### src/rtl/mem_bus_arbiter_pkg.sv
// Shared types and constants for the two-master memory bus arbiter.
package mem_bus_arbiter_pkg;

    // Arbiter FSM: idle, or bus owned by master 0 / master 1.
    typedef enum logic [1:0] {
        IDLE = 2'd0,
        GNT0 = 2'd1,
        GNT1 = 2'd2
    } arb_state_t;

    // Master indices: 0 = instruction fetch, 1 = data memory controller.
    localparam logic M_FETCH = 1'b0;
    localparam logic M_DATA  = 1'b1;

endpackage

### src/rtl/bus_watchdog.sv
// Slave-response watchdog: counts stalled strobe cycles and flags expiry
// once TIMEOUT cycles have passed without an ack. Saturates, never wraps.
module bus_watchdog #(
    parameter int TIMEOUT = 15
) (
    input  logic clk_i,
    input  logic rst_i,
    input  logic clr,
    input  logic cnt_en,
    output logic expired
);

    localparam int                CNT_W = $clog2(TIMEOUT + 1);
    localparam logic [CNT_W-1:0]  LIMIT = CNT_W'(TIMEOUT);

    logic [CNT_W-1:0] count_q;

    // Stall counter: clear has priority, then count up to LIMIT and hold.
    // NOTE: sequential state uses non-blocking assignments so every register
    // samples pre-edge values regardless of statement order.
    always_ff @(posedge clk_i or posedge rst_i) begin
        if (rst_i) begin
            count_q <= '0;
        end else if (clr) begin
            count_q <= '0;
        end else if (cnt_en && (count_q != LIMIT)) begin
            count_q <= count_q + 1'b1;
        end
    end

    assign expired = (count_q == LIMIT);

endmodule

### src/rtl/mem_bus_arbiter.sv
// Two-master round-robin arbiter onto a single shared slave bus, with a
// watchdog that aborts a granted cycle whose slave never acknowledges.
module mem_bus_arbiter
    import mem_bus_arbiter_pkg::*;
#(
    parameter int WORD    = 16,
    parameter int TIMEOUT = 15
) (
    input  logic            clk_i,
    input  logic            rst_i,
    // master 0: instruction fetch
    input  logic            m0_cyc_i,
    input  logic            m0_stb_i,
    input  logic            m0_we_i,
    input  logic [1:0]      m0_sel_i,
    input  logic [WORD-1:0] m0_adr_i,
    input  logic [WORD-1:0] m0_dat_i,
    output logic            m0_ack_o,
    output logic            m0_err_o,
    output logic [WORD-1:0] m0_dat_o,
    // master 1: data memory controller
    input  logic            m1_cyc_i,
    input  logic            m1_stb_i,
    input  logic            m1_we_i,
    input  logic [1:0]      m1_sel_i,
    input  logic [WORD-1:0] m1_adr_i,
    input  logic [WORD-1:0] m1_dat_i,
    output logic            m1_ack_o,
    output logic            m1_err_o,
    output logic [WORD-1:0] m1_dat_o,
    // shared slave bus
    output logic            cyc_o,
    output logic            stb_o,
    output logic            we_o,
    output logic [1:0]      sel_o,
    output logic [WORD-1:0] adr_o,
    output logic [WORD-1:0] dat_o,
    input  logic            ack_i,
    input  logic [WORD-1:0] dat_i,
    output logic [1:0]      gnt_o
);

    arb_state_t state_q, state_d;
    logic       last_gnt_q, last_gnt_d;
    logic       busy;       // some master owns the bus
    logic       owner;      // index of the owning master (valid when busy)
    logic       req_cyc;    // owner's cyc, 0 when idle
    logic       req_stb;    // owner's stb, 0 when idle
    logic       abort;      // watchdog kills the current cycle
    logic       ack_eff;    // ack_i qualified by an active slave cycle
    logic       wd_clr;
    logic       wd_en;
    logic       wd_expired;

    bus_watchdog #(
        .TIMEOUT (TIMEOUT)
    ) u_watchdog (
        .clk_i   (clk_i),
        .rst_i   (rst_i),
        .clr     (wd_clr),
        .cnt_en  (wd_en),
        .expired (wd_expired)
    );

    // FSM state and round-robin pointer; after reset master 1 counts as last
    // granted so master 0 wins the first contested arbitration.
    always_ff @(posedge clk_i or posedge rst_i) begin
        if (rst_i) begin
            state_q    <= IDLE;
            last_gnt_q <= M_DATA;
        end else begin
            state_q    <= state_d;
            last_gnt_q <= last_gnt_d;
        end
    end

    // Next state: arbitrate from IDLE, release on cyc drop or watchdog abort.
    // NOTE: every combinational output gets a default first so no path
    // leaves it unassigned and no latch is inferred.
    always_comb begin
        state_d    = state_q;
        last_gnt_d = last_gnt_q;
        case (state_q)
            IDLE: begin
                if (m0_cyc_i && m1_cyc_i) begin
                    state_d = (last_gnt_q == M_DATA) ? GNT0 : GNT1;
                end else if (m0_cyc_i) begin
                    state_d = GNT0;
                end else if (m1_cyc_i) begin
                    state_d = GNT1;
                end
            end
            GNT0, GNT1: begin
                if (!req_cyc || abort) begin
                    state_d    = IDLE;
                    last_gnt_d = owner;
                end
            end
            default: state_d = IDLE;
        endcase
    end

    // Slave-side mux plus ack/err/data routing back to the owning master.
    always_comb begin
        busy    = (state_q == GNT0) || (state_q == GNT1);
        owner   = (state_q == GNT1) ? M_DATA : M_FETCH;
        req_cyc = busy && ((owner == M_DATA) ? m1_cyc_i : m0_cyc_i);
        req_stb = busy && ((owner == M_DATA) ? m1_stb_i : m0_stb_i);

        // An ack arriving in the expiry cycle rescues the transfer.
        abort   = req_cyc && wd_expired && !ack_i;
        cyc_o   = req_cyc && !abort;
        stb_o   = req_stb && !abort;

        we_o  = 1'b0;
        sel_o = '0;
        adr_o = '0;
        dat_o = '0;
        if (busy) begin
            if (owner == M_DATA) begin
                we_o  = m1_we_i;
                sel_o = m1_sel_i;
                adr_o = m1_adr_i;
                dat_o = m1_dat_i;
            end else begin
                we_o  = m0_we_i;
                sel_o = m0_sel_i;
                adr_o = m0_adr_i;
                dat_o = m0_dat_i;
            end
        end

        gnt_o = {busy && (owner == M_DATA), busy && (owner == M_FETCH)};

        ack_eff  = ack_i && cyc_o;
        m0_ack_o = ack_eff && (owner == M_FETCH);
        m1_ack_o = ack_eff && (owner == M_DATA);
        m0_err_o = abort && (owner == M_FETCH);
        m1_err_o = abort && (owner == M_DATA);
        m0_dat_o = (busy && (owner == M_FETCH)) ? dat_i : '0;
        m1_dat_o = (busy && (owner == M_DATA))  ? dat_i : '0;

        // Idle keeps the counter at zero, so every new grant starts fresh.
        wd_clr = !busy || ack_eff;
        wd_en  = stb_o && !ack_i;
    end

endmodule

### config.mk
export PLATFORM = sky130hd
export DESIGN_NAME = mem_bus_arbiter
export DESIGN_NICKNAME = d
export VERILOG_FILES = /design/src/rtl/mem_bus_arbiter_pkg.sv /design/src/rtl/bus_watchdog.sv /design/src/rtl/mem_bus_arbiter.sv
export SDC_FILE = /design/constraint.sdc
export NUM_CORES = 1
export LEC_CHECK = 0
export CORE_AREA = 2 2 74 76
export CTS_BUF_LIST = sky130_fd_sc_hd__clkbuf_8
export DETAILED_ROUTE_END_ITERATION = 16
export DIE_AREA = 0 0 76 78
export PLACE_DENSITY = 0.81
export REMOVE_ABC_BUFFERS = 1
export SYNTH_ARGS = -nofsm -noshare
export SYNTH_HDL_FRONTEND = slang
export SYNTH_SLANG_ARGS = --single-unit
### constraint.sdc
create_clock -name clk_i -period 2.4 [get_ports clk_i]
set_clock_uncertainty 0.05 [all_clocks]
set_input_delay 0.36 -clock clk_i [delete_from_list [all_inputs] [get_ports clk_i]]
set_output_delay 0.36 -clock clk_i [all_outputs]
set_load 0.005 [all_outputs]
Word level (Yosys, flattened, before mapping)
Index checks and enable logic that the tools add are counted.

storage, ports and cells
  flip-flop bits (word level) = 7
  bits in latches = 0
  RAM bits = 0
  ROM bits = 0
  input bits = 93
  output and inout bits = 75
  logic and storage cells = 60
  memories kept = 0

cells by class
  $add $sub $neg = 1
  multipliers = 0
  divide/modulo/power cells = 0
  magnitude comparators = 0
  eq/ne operators = 6
  shifts and indexed selects = 0
  mux-type cells = 21
  bitwise logic cells = 1
  reduce and logical (&&, ||, !) cells = 28

operators with widths
  operator                                       number
  2-to-1 mux 16 bit                              6
  logical AND 1 bit                              16
  2-to-1 mux 2 bit                               7
  2-to-1 mux 4 bit                               2
  inequality test 4 bit, second input constant   2
  2-to-1 mux 1 bit                               5
  adder 4 x 1 -> 4 bit, second input constant    1
  == test 4 bit, second input constant           1
  logical NOT 1 bit                              4
  one-hot mux 2 bit (2 select lines)             1
  AND reduction 2 bit                            2
  logical OR 1 bit                               3
  == test 2 x 1 -> 1 bit, second input constant  1
  == test 2 bit, second input constant           1
  logical NOT 2 bit                              1
  inequality test 2 bit, second input constant   1
  nonzero test 2 bit                             1
  OR reduction 2 bit                             1
  NOT 1 bit                                      1

Depth between registers and ports, before layout
Gate-level depths: netlist of run 1.

  depth after elaboration = 12
  mapped depth = 7
  depth with buffers taken out = 5

Cells and area by module
Synthesis of run 1 repeated with hierarchy kept, for this count alone.

unflattened totals
  cells, all modules = 174
  area total of the unflattened synthesis = 1305.0 um2

by module, submodules not included
  module           instances  cells an instance  area each (um2)  sequential area each (um2)
  mem_bus_arbiter  1          153                1072.3           76.3
  bus_watchdog     1          21                 232.7            100.1

Worst setup path before layout of run 1
OpenSTA, ideal clock, no wires.

  path kind = reg2out
  from = reg state_q[0]
  to = out adr_o[10]
  arrival = 1448 ps
  required time = 1990 ps
  setup slack = 542 ps
  cell stages (with the launch flop) = 7
  path buffers = 2
  cells stage by stage = dfrtp_1 > inv_1 > ha_1 > inv_1 > clkbuf_1 > buf_1 > nor2_1

between the ends
  word-level cells in the longest chain between the ends = 4
  elaborated cells between the ends (all ways) = 6
  those cells by class = 2 x eq/ne; 3 x mux; 1 x reduce/logical

RTL lines
  what                      RTL line                                        text
  start: declaration        mem_bus_arbiter.sv:43                           arb_state_t state_q, state_d;
  start signal: assignment  mem_bus_arbiter.sv:72                           state_q <= state_d;
  == test 2 bit             mem_bus_arbiter.sv:105, mem_bus_arbiter.sv:106
  2-to-1 mux 1 bit          mem_bus_arbiter.sv:106                          owner = (state_q == GNT1) ? M_DATA : M_FETCH;
  2-to-1 mux 16 bit         mem_bus_arbiter.sv:120                          if (owner == M_DATA) begin
  2-to-1 mux 16 bit (*)     mem_bus_arbiter.sv:119                          if (busy) begin
  end: declaration          mem_bus_arbiter.sv:36                           output logic [WORD-1:0] adr_o,

Every way passes the cells marked *; elsewhere a longest branch is shown, timed or not.

Final worst setup path of run 1
  from = reg state_q[0]
  to = out dat_o[5]

between the ends
  word-level cells in the longest chain between the ends = 4
  elaborated cells between the ends (all ways) = 6
  those cells by class = 2 x eq/ne; 3 x mux; 1 x reduce/logical

RTL lines
  what                   RTL line                                        text
  == test 2 bit          mem_bus_arbiter.sv:105, mem_bus_arbiter.sv:106
  2-to-1 mux 1 bit       mem_bus_arbiter.sv:106
  2-to-1 mux 16 bit      mem_bus_arbiter.sv:120
  2-to-1 mux 16 bit (*)  mem_bus_arbiter.sv:119
  end: declaration       mem_bus_arbiter.sv:37                           output logic [WORD-1:0] dat_o,

Marked as above.

==> out/results.tsv, run 1 <==
stage	metric	value	unit
synth	Synth Cell Area	1290	µm²
clock_network	CTS Buf Count	3	
power_and_ir_drop	Reg power frac	6.4	%
layout	footprint of the multi-input gates	1060	µm²
sta	Slew Limit Fails	0	
route	Vias	1836	
synth	YS warnings	0	
layout	Sequential cell area	176	µm²
global_routing	met3 usage	5.12	%
synth	Yosys cell types	36	
sta	Final min period	2.37	ns
synth	multiplexer area fraction after synthesis	31.6	%
layout	Layout Nets	438	
sta	hold_ws	0.331	ns
critical_path	crit path DAT	1.96	ns
floorplanning	# rows	26	
route	Routed wire per std cell	14.8	µm
layout	Non-Filler Instances	410	
floorplanning	full die area	5930	µm²
global_routing	Total GRT Usage	18.8	%
power_and_ir_drop	clock power share	5.9	%
power_and_ir_drop	sw frac	37.6	%
global_routing	GRT Max-Usage Layer	met2	
floorplanning	Die Y	78	µm
clock_network	CTS HTree Levels	1	
floorplanning	initial core utilization	25.6	%
sta	setup violators final	0	
layout	FILL cells	450	
power_and_ir_drop	Lkg Pwr	1.42	nW
power_and_ir_drop	Pint	0.00167	W
synth	xor/xnor share of the synthesized area	0	%
clock_network	Worst-Skew Late Latency	0.22	ns
critical_path	Critical Path End Type	output pin	
sta	maximum clock frequency	0.422	GHz
route	DRT Pass-1 Iters	4	
route	vias per cell	4.48	
synth	post-synthesis average cell area	7.51	µm²
sta	Tcrit/Tclk final	98.8	%
synth	Post-Synth Simple-Gate Area	35.5	%
clock_network	clk slew on worst S/H paths	0.04	ns
global_routing	M1 GR Usage	20.8	%
power_and_ir_drop	power share of the combinational group	87.7	%
clock_network	Max Buffers Root-to-Sink	2	
critical_path	CP Max Fanout	38	
floorplanning	core area	5040	µm²
synth	adder-cell share of the synthesized area	3.87	%
clock_network	clk root buf	clkbuf_8	
layout	Area Overhead vs Synth	147	%
critical_path	Worst Setup SP	state_q[0]$_DFFE_PP0P_	
global_routing	global-route wire length before repair	9240	µm
critical_path	crit path capture	dat_o[5]	
power_and_ir_drop	net switching power	0.00100	W
synth	Compound-Gate Fraction of Synth Area	7.55	%
sta	Slew HR	70.6	%
critical_path	Reg-to-Reg Start	state_q[1]$_DFFE_PP0P_	
route	Final Routed Wirelength	6070	µm
critical_path	RR Endpoint	state_q[1]$_DFFE_PP0P_	
critical_path	Critical Path RT	1.99	ns
floorplanning	I/O pin total	168	
synth	cell count after synthesis	172	
synth	#FFs+latches synth	7	
critical_path	FF-to-FF setup slack	0.56	ns
critical_path	critical path class	reg -> out	
hold_path	Hold WC Path Type	in -> async	
global_routing	largest net degree at the start of global routing	39	
power_and_ir_drop	pwr dens	834	nW/µm²
global_routing	M2 GR Usage	35.4	%
global_routing	initial antenna violation count	0	
layout	share of post-route cells with drive strength above 1	7.06	%
sta	Hold Vio Cnt, Final	0	
clock_network	clk sinks	7	
power_and_ir_drop	maximum VDD drop	0.000714	V
clock_network	TritonCTS clock tree	yes	
global_routing	grt ovf	0	
global_routing	number of global-route vias before repair	1812	
synth	main combinational cell family by area after synthesis	simple AND/OR/NAND/NOR gates	
critical_path	CP Launch Type	flop	
layout	most frequent cells in the layout	156 x clkdlybuf4s50_1, 38 x nor2_1, 37 x mux2i_1, 32 x and2_1, 11 x dlymetal6s2s_1	
layout	commonest non-fill, non-tap cell in the layout	clkdlybuf4s50_1	
placement	Port Buffers	167	
layout	ANT cells	0	
critical_path	reg2reg path depth	5	
outcome	status	completed	
floorplanning	Die Wd	76	µm
route	DR DRC count	0	
placement	Post-DP HPWL	4910	µm
placement	placed insts	402	
run	Max-cap violations	0	
route	Detailed Route Iter0 Violations	33	
synth	sequential share of the synthesized area	13.6	%
placement	RePlAce Congestion	0.773	
route	DRT antenna net count	0	
sta	Tightest Pin Transition	0.440	ns
stage by stage:
stage | cell area [µm²] | worst slack, ns | power, W | setup TNS (ns) | utilization, %
after floorplan | 1210 | -0.758 | 0.00113 | -28.45 | -
after detailed placement | 3050 | 0.101 | 0.00245 | 0 | 60.5
after global placement | 3050 | 0.118 | 0.00242 | 0 | 60.5
final | 3200 | 0.0297 | 0.00267 | 0 | 63.4
after global routing | 3200 | -0.0542 | 0.00287 | -0.155 | 63.4
after CTS | 3110 | -0.0745 | 0.00263 | -1.83 | 61.6
critical path, stage by stage (launching register included):
cell	delay, ns
dfrtp_1	0.38
inv_2	0.12
ha_4	0.20
buf_12	0.22
mux2i_1	0.30
nor2_2	0.06
clkdlybuf4s50_1	0.44
registers in the layout, summed over array words and instances (netlist names):
| name | flops |
|---|---|
| state_q | 2 |
| last_gnt_q | 1 |
| u_watchdog.count_q | 4 |
cells in the mapped netlist:
master,n,area share (%)
a211o_1,1,0.68
a211oi_1,1,0.58
a21boi_0,1,0.58
a21o_1,1,0.58
a21oi_1,3,1.2
a311oi_1,1,0.68
a31oi_1,1,0.48
a32oi_2,1,1.3
and2_1,32,15
and3_1,2,0.97
and4b_1,2,1.5
buf_1,2,0.58
buf_2,2,0.77
buf_4,4,2.3
buf_6,1,0.87
clkbuf_1,4,1.2
clkbuf_2,1,0.39
dfrtp_1,6,12
dfstp_2,1,2.0
ha_1,4,3.9
inv_1,6,1.7
mux2_1,1,0.87
mux2_2,1,0.87
mux2_4,1,1.2
mux2i_1,37,29
nand2_1,1,0.29
nand2b_1,1,0.48
nand3_1,4,1.5
nand4b_1,2,1.4
nor2_1,39,11
nor2b_1,1,0.48
nor3_1,2,0.77
nor4b_1,1,0.68
o21ai_0,1,0.39
o31ai_1,2,1.2
or4_1,1,0.58
how the worst min path moves through the flow:
stage	start	endpoint	slack (ns)	cells past startpoint
floorplan	rst_i	state_q[0]$_DFFE_PP0P_	0.11	1
global placement	last_gnt_q$_DFFE_PP1P_	last_gnt_q$_DFFE_PP1P_	0.44	2
detailed placement	last_gnt_q$_DFFE_PP1P_	last_gnt_q$_DFFE_PP1P_	0.45	2
CTS	rst_i	u_watchdog.count_q[1]$_DFFE_PP0P_	0.34	2
global route	rst_i	u_watchdog.count_q[0]$_DFFE_PP0P_	0.38	2
finish	rst_i	u_watchdog.count_q[3]$_DFFE_PP0P_	0.33	2
per-layer routing:
| layer | routed length, µm | vias to the layer above |
|---|---|---|
| met2 | 3160 | 91 |
| li1 | - | 922 |
| met1 | 2370 | 811 |
| met4 | 108 | 0 |
| met5 | 0 | - |
| met3 | 428 | 12 |
power groups by stage:
stage / Combinational [W] / Sequential [W] / Clock, W
after floorplan: 0.000966 / 0.000168 / 0
after global placement: 0.00225 / 0.000171 / 0
after detailed placement: 0.00228 / 0.000173 / 0
after CTS: 0.00229 / 0.000175 / 0.000163
after global routing: 0.00252 / 0.000175 / 0.000174
final: 0.00234 / 0.000171 / 0.000158
cell type report:
cell class	count	area share (%)
timing repair buffer	178	56.6
multi-input combinational	145	33.0
sequential	7	5.52
tap	70	2.74
clock buffer	3	1.29
inverter	6	0.704
clock inverter	1	0.117
logic make-up after synthesis:
| logic type | count (synthesis) |
|---|---|
| AOI/OAI and AO/OA | 13 |
| buffers and inverters | 20 |
| and+or+nand+nor | 88 |
| muxes | 40 |
| DFF | 7 |
| adders and majority gates | 4 |
what timing repair did:
item	in CTS	in global routing
gates resized for setup	2	17
hold buffers	0	0
buffers inserted	0	4
pin swaps	0	0
setup endpoints to repair	27	37
Power figures use the tool's default switching activity.
==> run 2, diff against run 1 <==
Settings changed: CELL_PAD_IN_SITES_DETAIL_PLACEMENT from default to 1, CELL_PAD_IN_SITES_GLOBAL_PLACEMENT from default to 2, CORE_AREA 2 2 74 76 to 2 2 102 124, DIE_AREA 0 0 76 78 to 0 0 104 126, PLACE_DENSITY 0.81 to default, PLACE_DENSITY_LB_ADDON from default to 0.1, SKIP_CTS_REPAIR_TIMING from default to 1.
==> run 2 against run 1 <==
  * Clock-buffer cell count unchanged
  * Sequential power increased by 4%
  * Non-clock buffer count increased by 17
  * First-iteration DRC count unchanged
  * Highest routed layer unchanged
==> out/results.tsv, run 2 (synthesis results as in run 1) <==
stage	metric	value	unit	change
placement	pre-CTS setup slack	0.0779	ns	-0.0231 ns
critical_path	CP Cell Sequence	inv_2 > ha_4 > buf_12 > clkbuf_16 > mux2i_1 > nor2_1 > clkdlybuf4s50_1		
layout	most frequent cells in the layout	144 x clkdlybuf4s50_1, 39 x nor2_1, 35 x mux2i_1, 32 x and2_1, 23 x dlymetal6s2s_1		
sta	Hold Vio Cnt, Final	0		unchanged
floorplanning	Die Wd	104	µm	+37%
power_and_ir_drop	Lkg Pwr	1.73	nW	+21%
route	Final Routed Wirelength	8380	µm	+38%
layout	Area Overhead vs Synth	175	%	
outcome	status	completed		
power_and_ir_drop	clock power share	5.3	%	-0.6 points
sta	Tcrit/Tclk final	97.6	%	-1.1 points
critical_path	CP Max Fanout	9		-76%
critical_path	CP max stage delay	0.45	ns	about the same
layout	Top Registers	u_watchdog.count_q (4), state_q (2), last_gnt_q (1)		
power_and_ir_drop	sw frac	37.7	%	+0.093 points
layout	Largest register FFs	4		unchanged
sta	Setup TNS	0	ns	unchanged
power_and_ir_drop	maximum VDD drop	0.000299	V	-58%
floorplanning	# rows	44		+69%
clock_network	CTS HTree Levels	1		unchanged
layout	Layout Nets	455		+3.9%
sta	hold_ws	0.318	ns	-0.0128 ns
global_routing	global-route wire length before repair	12300	µm	+33%
critical_path	Reg-to-Reg Start	state_q[0]$_DFFE_PP0P_		
power_and_ir_drop	pwr dens	868	nW/µm²	+4.0%
clock_network	clk slew on worst S/H paths	0.04	ns	about the same
placement	Port Buffers	167		unchanged
global_routing	number of global-route vias before repair	1922		+6.1%
clock_network	TritonCTS clock tree	yes		
critical_path	CP Launch Type	flop		
route	Vias	1986		+8.2%
global_routing	largest net degree at the start of global routing	23		-41%
clock_network	clk sinks	7		unchanged
route	DRT antenna net count	0		unchanged
placement	Post-DP HPWL	6840	µm	+39%
critical_path	critical path class	reg -> out		
clock_network	Worst-Skew Late Latency	0.23	ns	about the same
hold_path	Hold WC Path Type	in -> async		
route	DR DRC count	0		unchanged
sta	Slew Limit Fails	0		unchanged
critical_path	Critical Path End Type	output pin		
sta	final worst setup slack	0.0566	ns	+0.0269 ns
placement	RePlAce Congestion	0.693		-10%
sta	Final min period	2.34	ns	-0.0269 ns
power_and_ir_drop	power share of the combinational group	88.9	%	+1.2 points
global_routing	initial antenna violation count	0		unchanged
critical_path	reg2reg path depth	8		+3
power_and_ir_drop	Power, Total	0.00309	W	+16%
route	Routed wire per std cell	16.2	µm	+9.3%
floorplanning	initial core utilization	10.9	%	-15 points
sta	Tightest Pin Transition	0.418	ns	-0.0222 ns
sta	RSZ-0062 raised after global routing	true		
route	DRT Pass-1 Iters	4		unchanged
clock_network	Max Buffers Root-to-Sink	2		unchanged
global_routing	grt ovf	0		unchanged
critical_path	crit path DAT	1.93	ns	-0.03 ns
layout	largest reg by FF count	u_watchdog.count_q		
critical_path	Worst Setup SP	state_q[0]$_DFFE_PP0P_		
sta	maximum clock frequency	0.427	GHz	+1.1%
clock_network	CTS Buf Count	3		unchanged
power_and_ir_drop	Reg power frac	5.8	%	-0.6 points
floorplanning	core area	11900	µm²	+140%
power_and_ir_drop	Pint	0.00193	W	+16%
critical_path	Critical Path RT	1.99	ns	about the same
run	Max-cap violations	0		unchanged
floorplanning	Die Y	126	µm	+62%
floorplanning	I/O pin total	168		unchanged
layout	ANT cells	0		unchanged
critical_path	RR Endpoint	u_watchdog.count_q[2]$_DFFE_PP0P_		
floorplanning	full die area	13100	µm²	+120%
critical_path	FF-to-FF setup slack	0.44	ns	-0.12 ns
sta	Slew HR	71.3	%	+0.68 points
critical_path	CP max-delay cell	clkdlybuf4s50_1		
route	Detailed Route Iter0 Violations	33		unchanged
route	vias per cell	3.83		-14%
sta	setup violators final	0		unchanged
layout	fin util	29.9	%	-33 points
global_routing	Total GRT Usage	11.8	%	-7.0 points
layout	share of post-route cells with drive strength above 1	12.0	%	+5.0 points
power_and_ir_drop	net switching power	0.00116	W	+16%
layout	commonest non-fill, non-tap cell in the layout	clkdlybuf4s50_1		
clock_network	clk root buf	clkbuf_8		
[run 2: power groups by stage]
stage | Sequential, W | Combinational (W) | Clock, W
after floorplan | 0.000168 | 0.000966 | 0
after global placement | 0.000173 | 0.00251 | 0
after detailed placement | 0.000173 | 0.00249 | 0
after CTS | 0.000172 | 0.00250 | 0.000170
after global routing | 0.000184 | 0.00297 | 0.000183
final | 0.000178 | 0.00275 | 0.000164
[run 2: critical path, delay by kind of cell (launching register included)]
kind          cells  cell delay (ns)
simple gates      1             0.06
mux               1             0.19
buf+inv           4             0.88
flops             1             0.39
fa+ha+maj         1             0.19
[run 2: worst max-delay path by stage]
stage | to | slack, ns | cells past startpoint
floorplan | state_q[1]$_DFFE_PP0P_ | -0.76 | 5
global placement | m1_err_o | 0.09 | 6
detailed placement | m1_err_o | 0.08 | 6
CTS | stb_o | -0.17 | 6
global route | m1_ack_o | -0.02 | 6
finish | dat_o[12] | 0.06 | 7
[run 2: layout make-up]
cell class	instances	area (µm²)
fill	1426	8330
timing repair buffer	195	2060
multi-input combinational	145	1060
tap	161	201
sequential	7	176
clock buffer	3	41.3
inverter	6	22.5
clock inverter	1	3.75
[run 2: stage by stage]
| step | cell area, µm² | instances |
|---|---|---|
| final | 3560 | 518 |
| after floorplan | 1210 | 158 |
| after global placement | 3220 | 499 |
| after detailed placement | 3220 | 499 |
| after global routing | 3560 | 518 |
| after CTS | 3270 | 503 |
[run 2: routing by layer]
metal | GRT usage (%) | up-vias | routed length [µm]
met4 | 0.477 | 0 | 7
met3 | 3.62 | 3 | 637
met5 | 0 | - | 0
met2 | 22.6 | 93 | 4390
li1 | - | 960 | -
met1 | 13.6 | 930 | 3350
==> run 3, diff against run 2 <==
Settings changed: SETUP_SLACK_MARGIN from default to 0.3, SLEW_MARGIN from default to 40.
==> run 3 against run 2 <==
  * Core utilization up 1.8 points
  * Sequential power about the same
  * Maximum frequency rose by 1.9%
  * Total power is 3.3% higher
  * Highest routed layer unchanged
==> out/results.tsv, run 3 (synthesis results as in run 1) <==
stage	metric	value	unit	change
outcome	status	completed		
clock_network	Max Buffers Root-to-Sink	2		unchanged
route	Routed wire per std cell	16.4	µm	+1.1%
layout	most frequent cells in the layout	99 x clkdlybuf4s50_1, 66 x dlymetal6s2s_1, 38 x nor2_1, 34 x mux2i_1, 32 x and2_1		
power_and_ir_drop	Lkg Pwr	2.48	nW	+44%
sta	Tightest Pin Transition	0.404	ns	-0.0141 ns
layout	ANT cells	0		unchanged
clock_network	CTS HTree Levels	1		unchanged
critical_path	reg2reg path depth	6		-2
critical_path	crit path DAT	1.89	ns	-0.04 ns
route	DRT antenna net count	0		unchanged
floorplanning	# rows	44		unchanged
floorplanning	I/O pin total	168		unchanged
route	Vias	2023		+1.9%
power_and_ir_drop	pwr dens	845	nW/µm²	-2.6%
global_routing	GRT Max-Usage Layer	met2		
layout	Non-Filler Instances	528		+1.9%
critical_path	Reg-to-Reg Start	state_q[0]$_DFFE_PP0P_		
route	DRT Pass-1 Iters	4		unchanged
layout	largest reg by FF count	u_watchdog.count_q		
critical_path	crit path capture	dat_o[9]		
placement	Port Buffers	167		unchanged
critical_path	critical path class	reg -> out		
sta	setup violators final	0		unchanged
global_routing	met3 usage	3.62	%	unchanged
critical_path	CP max-delay cell	clkdlybuf4s50_1		
sta	Tcrit/Tclk final	95.8	%	-1.8 points
placement	Post-DP HPWL	6840	µm	unchanged
sta	RSZ-0062 raised after global routing	true		
global_routing	grt ovf	0		unchanged
sta	Final min period	2.30	ns	-0.0441 ns
critical_path	CP Launch Type	flop		
critical_path	CP Max Fanout	10		+1
global_routing	M1 GR Usage	13.6	%	unchanged
layout	Largest register FFs	4		unchanged
sta	maximum clock frequency	0.435	GHz	+1.9%
layout	Top Registers	u_watchdog.count_q (4), state_q (2), last_gnt_q (1)		
global_routing	initial antenna violation count	0		unchanged
global_routing	number of global-route vias before repair	1922		unchanged
floorplanning	Die Y	126	µm	unchanged
clock_network	clk slew on worst S/H paths	0.04	ns	about the same
critical_path	Critical Path RT	1.99	ns	about the same
route	Detailed Route Iter0 Violations	34		+3.0%
critical_path	Critical Path End Type	output pin		
layout	FILL cells	1404		-1.5%
sta	final worst setup slack	0.101	ns	+0.0441 ns
global_routing	Total GRT Usage	11.8	%	unchanged
floorplanning	Die Wd	104	µm	unchanged
hold_path	Hold WC Path Type	in -> async		
route	DR DRC count	0		unchanged
critical_path	Worst Setup SP	state_q[0]$_DFFE_PP0P_		
placement	pre-CTS setup slack	0.0779	ns	unchanged
clock_network	CTS Buf Count	3		unchanged
layout	commonest non-fill, non-tap cell in the layout	clkdlybuf4s50_1		
global_routing	global-route wire length before repair	12300	µm	unchanged
floorplanning	initial core utilization	10.9	%	unchanged
route	vias per cell	3.83		about the same
layout	footprint of the multi-input gates	1090	µm²	+3.0%
clock_network	Worst-Skew Late Latency	0.23	ns	about the same
placement	placed insts	499		unchanged
power_and_ir_drop	maximum VDD drop	0.000304	V	+1.5%
clock_network	clk root buf	clkbuf_8		
clock_network	clk sinks	7		unchanged
layout	Layout Nets	465		+2.2%
critical_path	CP Cell Sequence	inv_2 > ha_4 > buf_12 > clkbuf_16 > mux2i_1 > nor2_1 > clkdlybuf4s50_1		
critical_path	CP delay by family, top	buffers and inverters		
layout	Sequential cell area	176	µm²	unchanged
critical_path	Buffers & Inverters on Critical Path	4		unchanged
placement	RePlAce Congestion	0.693		unchanged
global_routing	M2 GR Usage	22.6	%	unchanged
critical_path	RR Endpoint	state_q[1]$_DFFE_PP0P_		
critical_path	FF-to-FF setup slack	0.47	ns	+0.03 ns
critical_path	CP max stage delay	0.44	ns	about the same
run	Max-cap violations	0		unchanged
layout	share of post-route cells with drive strength above 1	16.1	%	+4.0 points
floorplanning	full die area	13100	µm²	unchanged
sta	Slew Limit Fails	0		unchanged
layout	Area Overhead vs Synth	192	%	
sta	Slew HR	72.3	%	+0.96 points
sta	Setup TNS	0	ns	unchanged
global_routing	largest net degree at the start of global routing	23		unchanged
clock_network	TritonCTS clock tree	yes		
critical_path	CP Depth	7		unchanged
sta	Hold Vio Cnt, Final	0		unchanged
floorplanning	core area	11900	µm²	unchanged
route	Final Routed Wirelength	8640	µm	+3.0%
[run 3: cell count changes in the layout (fill, tap and decap cells not counted), sizes merged]
cell / change
clkdlybuf4s50: -45
dlymetal6s2s: +43
buf: +11
clkbuf: +1
[run 3: worst reg2reg max path, stage by stage (launching register included)]
cell	delay [ns]
dfrtp_1	0.39
inv_2	0.12
ha_4	0.17
buf_4	0.12
mux2_4	0.33
a32oi_2	0.28
mux2_1	0.35
[run 3: worst min path at each step]
stage                      startpoint                           endpoint  slack (ns)  depth (start not counted)
2_1_floorplan                   rst_i             state_q[0]$_DFFE_PP0P_        0.11                          1
3_3_place_gp   last_gnt_q$_DFFE_PP1P_             last_gnt_q$_DFFE_PP1P_        0.45                          2
3_5_place_dp   last_gnt_q$_DFFE_PP1P_             last_gnt_q$_DFFE_PP1P_        0.46                          2
4_1_cts                         rst_i  u_watchdog.count_q[3]$_DFFE_PP0P_        0.32                          2
5_1_grt                         rst_i  u_watchdog.count_q[2]$_DFFE_PP0P_        0.33                          2
6_report                        rst_i  u_watchdog.count_q[2]$_DFFE_PP0P_        0.32                          2
[run 3: power by group]
group / switching (W) / total (W) / internal [W]
logic: 0.00113 / 0.00285 / 0.00172
clock network: 0.0000530 / 0.000164 / 0.000111
registers: 0.0000279 / 0.000181 / 0.000153
[run 3: cell type report]
type	count	share of cell area, %
flip-flops and latches	7	4.67
well taps	161	5.34
repair buffers	205	59.3
clock buffers	3	1.09
multi-input cells	145	28.9
clock inverters	1	0.0994
inverters	6	0.597
[run 3: per-stage QoR]
step           area (µm²)  hold slack, ns  utilization [%]  power (W)
2_1_floorplan        1210           0.113                -    0.00113
3_3_place_gp         3220           0.452             27.1    0.00269
3_5_place_dp         3220           0.463             27.1    0.00267
4_1_cts              3270           0.323             27.5    0.00284
5_1_grt              3770           0.334             31.7    0.00344
6_report             3770           0.318             31.7    0.00319
[run 3: routing by layer]
metal	wire length, µm	share of wire, %
met3	614	7.1
met5	0	0
met1	3440	40
met4	7	0.081
met2	4580	53
